`src/rtl/debounce_pkg.sv`:
```
// Shared types and constants for the bounce_gen switch-contact emulator.
//   bounce_state_e : FSM state encoding (IDLE, BOUNCE, SETTLE)
//   LfsrTaps       : Galois taps for x^16+x^14+x^13+x^11+1 (right-shifting form)
//   DefaultSeed    : LFSR reset value
//   lfsr_next()    : one Galois LFSR step
package debounce_pkg;

  typedef enum logic [1:0] {
    IDLE   = 2'd0,
    BOUNCE = 2'd1,
    SETTLE = 2'd2
  } bounce_state_e;

  localparam logic [15:0] LfsrTaps    = 16'hB400;
  localparam logic [15:0] DefaultSeed = 16'hACE1;

  // Right-shifting Galois step: the bit shifted out feeds back through the taps.
  function automatic logic [15:0] lfsr_next(logic [15:0] cur);
    logic [15:0] nxt;
    nxt = cur >> 1;
    if (cur[0]) begin
      nxt = nxt ^ LfsrTaps;
    end
    return nxt;
  endfunction

endpackage

```
`src/rtl/bounce_gen_if.sv`:
```
// Signal bundle between a clean-level source and the bounce_gen emulator.
//   level_i     : clean target level (driven by master)
//   sw_o        : emulated bouncing contact (driven by slave)
//   busy_o      : slave is mid-sequence
//   done_tick_o : one-cycle completion pulse
// Modports: master = level source / observer, slave = bounce_gen.
interface bounce_gen_if;

  logic level_i;
  logic sw_o;
  logic busy_o;
  logic done_tick_o;

  modport master (
    output level_i,
    input  sw_o,
    input  busy_o,
    input  done_tick_o
  );

  modport slave (
    input  level_i,
    output sw_o,
    output busy_o,
    output done_tick_o
  );

endinterface

```
`src/rtl/lfsr16.sv`:
```
// Free-running 16-bit Galois LFSR, advanced on every clock.
//   clk_i  : clock (rising edge)
//   rst_i  : asynchronous active-high reset, loads seed_i
//   seed_i : reset value (must be nonzero)
//   q_o    : current LFSR state
module lfsr16
  import debounce_pkg::*;
(
  input  logic        clk_i,
  input  logic        rst_i,
  input  logic [15:0] seed_i,
  output logic [15:0] q_o
);

  logic [15:0] lfsr_q, lfsr_d;

  always_comb begin
    lfsr_d = lfsr_next(lfsr_q);
  end

  always_ff @(posedge clk_i or posedge rst_i) begin
    if (rst_i) begin
      lfsr_q <= seed_i;
    end else begin
      lfsr_q <= lfsr_d;
    end
  end

  assign q_o = lfsr_q;

endmodule

```
`src/rtl/bounce_gen.sv`:
```
// Emulates a mechanical switch: each change of the clean level is reproduced on
// sw_o as NumBounces extra toggles of length len, followed by a stable hold of
// SettleCycles, then a one-cycle done tick. A level change mid-sequence restarts it.
//   clk_i  : clock (rising edge)
//   rst_i  : asynchronous active-high reset
//   bus    : bounce_gen_if.slave (level_i in; sw_o, busy_o, done_tick_o out, all registered)
// Build option: define BOUNCE_GEN_RANDOM_EN to randomise segment lengths as
// MinPulse + lfsr[$clog2(PulseSpan)-1:0]; otherwise every segment is MinPulse
// cycles and no LFSR is built.
module bounce_gen
  import debounce_pkg::*;
#(
  parameter int unsigned MinPulse     = 4,
  parameter int unsigned PulseSpan    = 16,
  parameter int unsigned NumBounces   = 4,
  parameter int unsigned SettleCycles = 20,
  parameter logic [15:0] Seed         = DefaultSeed
) (
  input logic         clk_i,
  input logic         rst_i,
  bounce_gen_if.slave bus
);

`ifdef BOUNCE_GEN_RANDOM_EN
  localparam int unsigned LenMax = MinPulse + PulseSpan - 1;
`else
  localparam int unsigned LenMax = MinPulse;
`endif
  // seg_cnt holds either len-1 or SettleCycles-1; size it for the larger.
  localparam int unsigned SegMax = (LenMax > SettleCycles) ? LenMax - 1 : SettleCycles - 1;
  localparam int unsigned SegW   = (SegMax > 0) ? $clog2(SegMax + 1) : 1;
  localparam int unsigned BncW   = (NumBounces > 0) ? $clog2(NumBounces + 1) : 1;

  if (MinPulse < 1 || SettleCycles < 1 || Seed == 16'h0000 || PulseSpan == 0 ||
      (PulseSpan & (PulseSpan - 1)) != 0 || (NumBounces % 2) != 0) begin : g_param_err
    $error("bounce_gen: illegal parameter set");
  end

  bounce_state_e   state_q, state_d;
  logic            target_q, target_d;
  logic            sw_q, sw_d;
  logic            busy_q, busy_d;
  logic            done_q, done_d;
  logic [SegW-1:0] seg_q, seg_d;
  logic [BncW-1:0] bnc_q, bnc_d;
  logic [SegW-1:0] len_m1;

`ifdef BOUNCE_GEN_RANDOM_EN
  logic [15:0] lfsr_q;
  logic [15:0] rnd;

  lfsr16 u_lfsr (
    .clk_i  (clk_i),
    .rst_i  (rst_i),
    .seed_i (Seed),
    .q_o    (lfsr_q)
  );

  // PulseSpan is a power of two, so the mask keeps the low $clog2(PulseSpan) bits.
  assign rnd    = lfsr_q & 16'(PulseSpan - 1);
  assign len_m1 = SegW'(MinPulse - 1) + SegW'(rnd);
`else
  assign len_m1 = SegW'(MinPulse - 1);
`endif

  always_comb begin
    state_d  = state_q;
    target_d = target_q;
    sw_d     = sw_q;
    busy_d   = busy_q;
    done_d   = 1'b0;
    seg_d    = seg_q;
    bnc_d    = bnc_q;

    // A level change restarts from any state and outranks segment expiry.
    if (bus.level_i != target_q) begin
      state_d  = BOUNCE;
      target_d = bus.level_i;
      sw_d     = bus.level_i;
      busy_d   = 1'b1;
      seg_d    = len_m1;
      bnc_d    = '0;
    end else begin
      unique case (state_q)
        IDLE: begin
        end
        BOUNCE: begin
          if (seg_q != '0) begin
            seg_d = seg_q - SegW'(1);
          end else if (bnc_q == BncW'(NumBounces)) begin
            state_d = SETTLE;
            sw_d    = target_q;
            seg_d   = SegW'(SettleCycles - 1);
          end else begin
            sw_d  = ~sw_q;
            bnc_d = bnc_q + BncW'(1);
            seg_d = len_m1;
          end
        end
        SETTLE: begin
          if (seg_q != '0) begin
            seg_d = seg_q - SegW'(1);
          end else begin
            state_d = IDLE;
            busy_d  = 1'b0;
            done_d  = 1'b1;
          end
        end
        default: begin
          state_d = IDLE;
          busy_d  = 1'b0;
        end
      endcase
    end
  end

  always_ff @(posedge clk_i or posedge rst_i) begin
    if (rst_i) begin
      state_q  <= IDLE;
      target_q <= 1'b0;
      sw_q     <= 1'b0;
      busy_q   <= 1'b0;
      done_q   <= 1'b0;
      seg_q    <= '0;
      bnc_q    <= '0;
    end else begin
      state_q  <= state_d;
      target_q <= target_d;
      sw_q     <= sw_d;
      busy_q   <= busy_d;
      done_q   <= done_d;
      seg_q    <= seg_d;
      bnc_q    <= bnc_d;
    end
  end

  assign bus.sw_o        = sw_q;
  assign bus.busy_o      = busy_q;
  assign bus.done_tick_o = done_q;

endmodule

```
`src/flat_wrapper.sv`:
```
// flat-port wrapper written by rule: the top's interface ports become plain ports
module bounce_gen_flat import debounce_pkg::*;
#(
  parameter int unsigned MinPulse     = 4,
  parameter int unsigned PulseSpan    = 16,
  parameter int unsigned NumBounces   = 4,
  parameter int unsigned SettleCycles = 20,
  parameter logic [15:0] Seed         = DefaultSeed
)
  (clk_i, rst_i, bus_level_i, bus_sw_o, bus_busy_o, bus_done_tick_o);
  bounce_gen_if bus_i ();
  input logic clk_i;
  input logic rst_i;
  input wire logic [$bits(bus_i.level_i)-1:0] bus_level_i;
  output wire logic [$bits(bus_i.sw_o)-1:0] bus_sw_o;
  output wire logic [$bits(bus_i.busy_o)-1:0] bus_busy_o;
  output wire logic [$bits(bus_i.done_tick_o)-1:0] bus_done_tick_o;
  assign bus_i.level_i = bus_level_i;
  assign bus_sw_o = bus_i.sw_o;
  assign bus_busy_o = bus_i.busy_o;
  assign bus_done_tick_o = bus_i.done_tick_o;
  bounce_gen #(.MinPulse(MinPulse), .PulseSpan(PulseSpan), .NumBounces(NumBounces), .SettleCycles(SettleCycles), .Seed(Seed)) u_core (.clk_i(clk_i), .rst_i(rst_i), .bus(bus_i));
endmodule
```
`config.mk`:
```
export PLATFORM = sky130hd
export DESIGN_NAME = bounce_gen_flat
export DESIGN_NICKNAME = d
export VERILOG_FILES = /design/src/rtl/debounce_pkg.sv /design/src/rtl/bounce_gen_if.sv /design/src/rtl/lfsr16.sv /design/src/rtl/bounce_gen.sv /design/src/flat_wrapper.sv
export SDC_FILE = /design/constraint.sdc
export NUM_CORES = 1
export LEC_CHECK = 0
export ABC_AREA = 0
export BUFFER_PORTS_ARGS = -buffer_cell sky130_fd_sc_hd__buf_2
export CORE_MARGIN = 2
export CORE_UTILIZATION = 55
export CTS_CLUSTER_DIAMETER = 100
export DETAILED_ROUTE_END_ITERATION = 8
export PLACE_DENSITY = 0.78
export SLEW_MARGIN = 20
export SYNTH_ARGS = -nofsm -noshare
export SYNTH_HDL_FRONTEND = slang
export SYNTH_SLANG_ARGS = --single-unit
```
`constraint.sdc`:
```
create_clock -name clk_i -period 2.5 [get_ports clk_i]
set_clock_uncertainty 0.2 [all_clocks]
set_input_delay 0.5 -clock clk_i [delete_from_list [all_inputs] [get_ports clk_i]]
set_output_delay 0.5 -clock clk_i [all_outputs]
set_load 0.02 [all_outputs]
```
==> impl_metrics.toml <==
[clock_network]
clkTransAtPathRegs_ps = 80
clock_latency_ps = 280
cts_setup_buffers = 0
numClockSinks = 14
clockRootBuffer = "clkbuf_4"
cts-resized-gates = 0
h-tree-depth = 1
cts_tree = "done"
holdBufCountCts = 0
cts_made_buffers = 3
cts_buffer_depth = 2

[cells_and_area]
nets = 97
fillers = 108
fin_area_um2 = 830
multi_input_area_um2 = 368
final_cells = 101
final-seq-area_um2 = 350
syn_to_final_growth_pct = 10.3
final_layout_size_suffix_gt1_share_pct = 18.6
n_antenna_cell = 0

[placement]
portBuffers = 5
gp_congestion = 0.783
dpl.cell_count = 98
dp_hpwl_um = 952
post_dp_cell_area_um2 = 807

[global_routing]
grt_pass1_vias = 494
grt_max_degree = 15
grt.total_usage_pct = 20.0
antenna_found_initial = 0
grt-ovfl-total = 0
grt_pass1_wl_um = 2070

[timing]
tightest_slew_ps = 513
period_share_pct = 76.1
fin_tns_setup_ps = 0
setup_viol = 0
drv_slew = 0
fin_crit_ps = 1900
hold_violations = 0
relSlewSlack_pct = 65.7
clock.fmax_mhz = 526
rsz0062_at_grt = "no"

[synth]
avgSynthCellArea_um2 = 9.77
synth_seq_area_share_pct = 46.6
syn_inst = 77
synth_area_um2 = 752
synth_cell_types = 28
synth_fp_nets = 86
synth_most_common_cell = "dfrtp_1"
synthFlopType = "dfrtp_1"
async_reset_ff_share_pct = 100
synth_top_area_cell = "dfrtp_1"
yosysWarnings = 0
synth_top_area_share_pct = 46.6
ys_top_cells_by_count = "14 x dfrtp_1, 8 x nor2_1, 7 x inv_1"
synth_area_leaders = "dfrtp_1 47%, ha_1 10%, nor2_1 4.0%, inv_1 3.5%, a21oi_1 3.3%"
synth_edf_count = 0
synth_seq_cells = 14

[worst_setup_path]
cpPeakStageDelay_ps = 500
cp-start-kind = "flop"
slowest_stage = "or4b_4"
cp.arrival_ps = 1870
crit_chain = "inv_1 > ha_1 > or4b_4 > a211o_1 > o21ai_1 > nor2_1"
setup.worst_path.start = "u_core.seg_q[0]"
worstSetupPathType = "flop to flop"
critical_path.n_buffers_inverters = 1
worstReg2RegStart = "u_core.seg_q[0]"
crit_family = "simple AND/OR/NAND/NOR gates"
worstPathMaxFanout = 5
end_kind = "flop"
cp.required_ps = 2470

[power]
leakagePower_nw = 0.419
powerDensity_mw_per_mm2 = 737
swShare_pct = 34.0
switching_power_uw = 208
vdd_ir_drop_max_v = 0.000432
internal-power_uw = 404
seqPwrFrac_pct = 48.4
comb_power_share_pct = 31.1
clkPwrFrac_pct = 20.6

[routing]
via_count = 568
via_per_inst = 5.62
routedWlPerCell_um = 12.8
drt_first_pass_iters = 4
drcViolationCount = 0
drt-met1-wl_um = 651
top_layer = "met4"
drtIter0Drc = 12
met2_length_um = 542
wl_met3_um = 59
ant_nets = 0
totalWireLength_um = 1290

[floorplanning]
num_io_pins = 6
num_rows = 13
fp.coreArea_mm2 = 0.00128
start_util_pct = 58.5
die_h_um = 41.0
die_x_um = 41.0
die_area_mm2 = 0.00168

[hold_path]
hold_path.class = "input port to asynchronous set/reset pin"

[job]
drv_cap = 0

[status]
status = "finished clean"
-- placed cells by master, fill, tap and decap left out --
cell,n
dfrtp_1,14
mux2i_1,2
inv_1,7
a211o_1,1
and3_1,1
a211oi_1,1
nor4b_2,1
xnor2_1,1
a21oi_1,5
a21oi_2,1
nand2_1,6
a21bo_2,1
buf_2,5
buf_4,2
a32o_1,1
clkbuf_4,3
o21ai_0,2
xor2_1,1
or4b_4,1
or4b_1,1
or3_1,1
o21ai_1,3
inv_2,1
and2_2,1
ha_1,6
nand3_1,2
a31oi_1,1
nor3_1,5
nor2_1,8
a21boi_1,1
-- state kept, by name, summed over array words and instances (netlist names) --
signal / count
u_core.target_q: 1
u_core.bus.done_tick_o: 1
u_core.bus.sw_o: 1
u_core.bus.busy_o: 1
u_core.bnc_q: 3
u_core.state_q: 2
u_core.seg_q: 5
-- layer usage --
metal | vias up | GRT usage, %
met5 | - | 0
met4 | 0 | 15.0
met3 | 5 | 6.52
met2 | 15 | 28.1
met1 | 261 | 25.2
li1 | 287 | -
-- power by group through the flow --
stage | Clock [mW] | Sequential (mW) | Combinational (mW)
after floorplan | 0 | 0.302 | 0.140
final | 0.126 | 0.296 | 0.190
after CTS | 0.127 | 0.296 | 0.191
after global routing | 0.141 | 0.302 | 0.219
after global placement | 0 | 0.297 | 0.188
after detailed placement | 0 | 0.300 | 0.190
-- final cells by class --
| type | count | area share [%] |
|---|---|---|
| inverters | 8 | 3.62 |
| multi-input cells | 54 | 44.3 |
| repair buffers | 7 | 4.83 |
| clock buffers | 3 | 2.71 |
| flip-flops and latches | 14 | 42.2 |
| well taps | 15 | 2.26 |
-- cells by family (layout without fill, tap and decap cells) --
group,after synthesis,after routing,share of synthesized area [%]
xor gates and xnor gates,2,2,2.33
muxes,2,2,2.66
DFF,14,14,46.6
AOI/OAI and AO/OA,17,17,14.5
and+or+nand+nor,27,27,19.5
buffers and inverters,9,18,4.49
adders and majority gates,6,6,9.98
-- worst reg2reg max path: cells and delay by family, from the launching register on --
kind / cells / cell delay (ps)
AOI/OAI and AO/OA: 2 / 400
adders and majority gates: 1 / 170
buffers and inverters: 1 / 60
DFF: 1 / 410
and+or+nand+nor: 2 / 560
-- through the flow --
stage / util, % / power, mW / hold WS, ps / worst slack (ps)
after CTS: 64.6 / 0.614 / 63.2 / 601
after detailed placement: 62.8 / 0.490 / 256 / 629
after global placement: 62.8 / 0.486 / 260 / 656
after floorplan: - / 0.442 / 189 / 674
after global routing: 64.6 / 0.661 / 85.3 / 500
final: 64.6 / 0.612 / 32.5 / 598
-- final timing paths --
| check | endpoint | slack [ps] | depth (start not counted) |
|---|---|---|---|
| min in group clk_i | u_core.target_q | 190 | 1 |
| worst max register to register | u_core.state_q[1] | 600 | 6 |
| worst min register to register | u_core.bus.busy_o | 290 | 2 |
| worst max-delay path | u_core.state_q[1] | 600 | 6 |
| worst min-delay path | u_core.bus.done_tick_o | 30 | 2 |
| max in group asynchronous | u_core.bnc_q[1] | 1720 | 2 |
No activity file was read; power rests on OpenSTA's default activity.
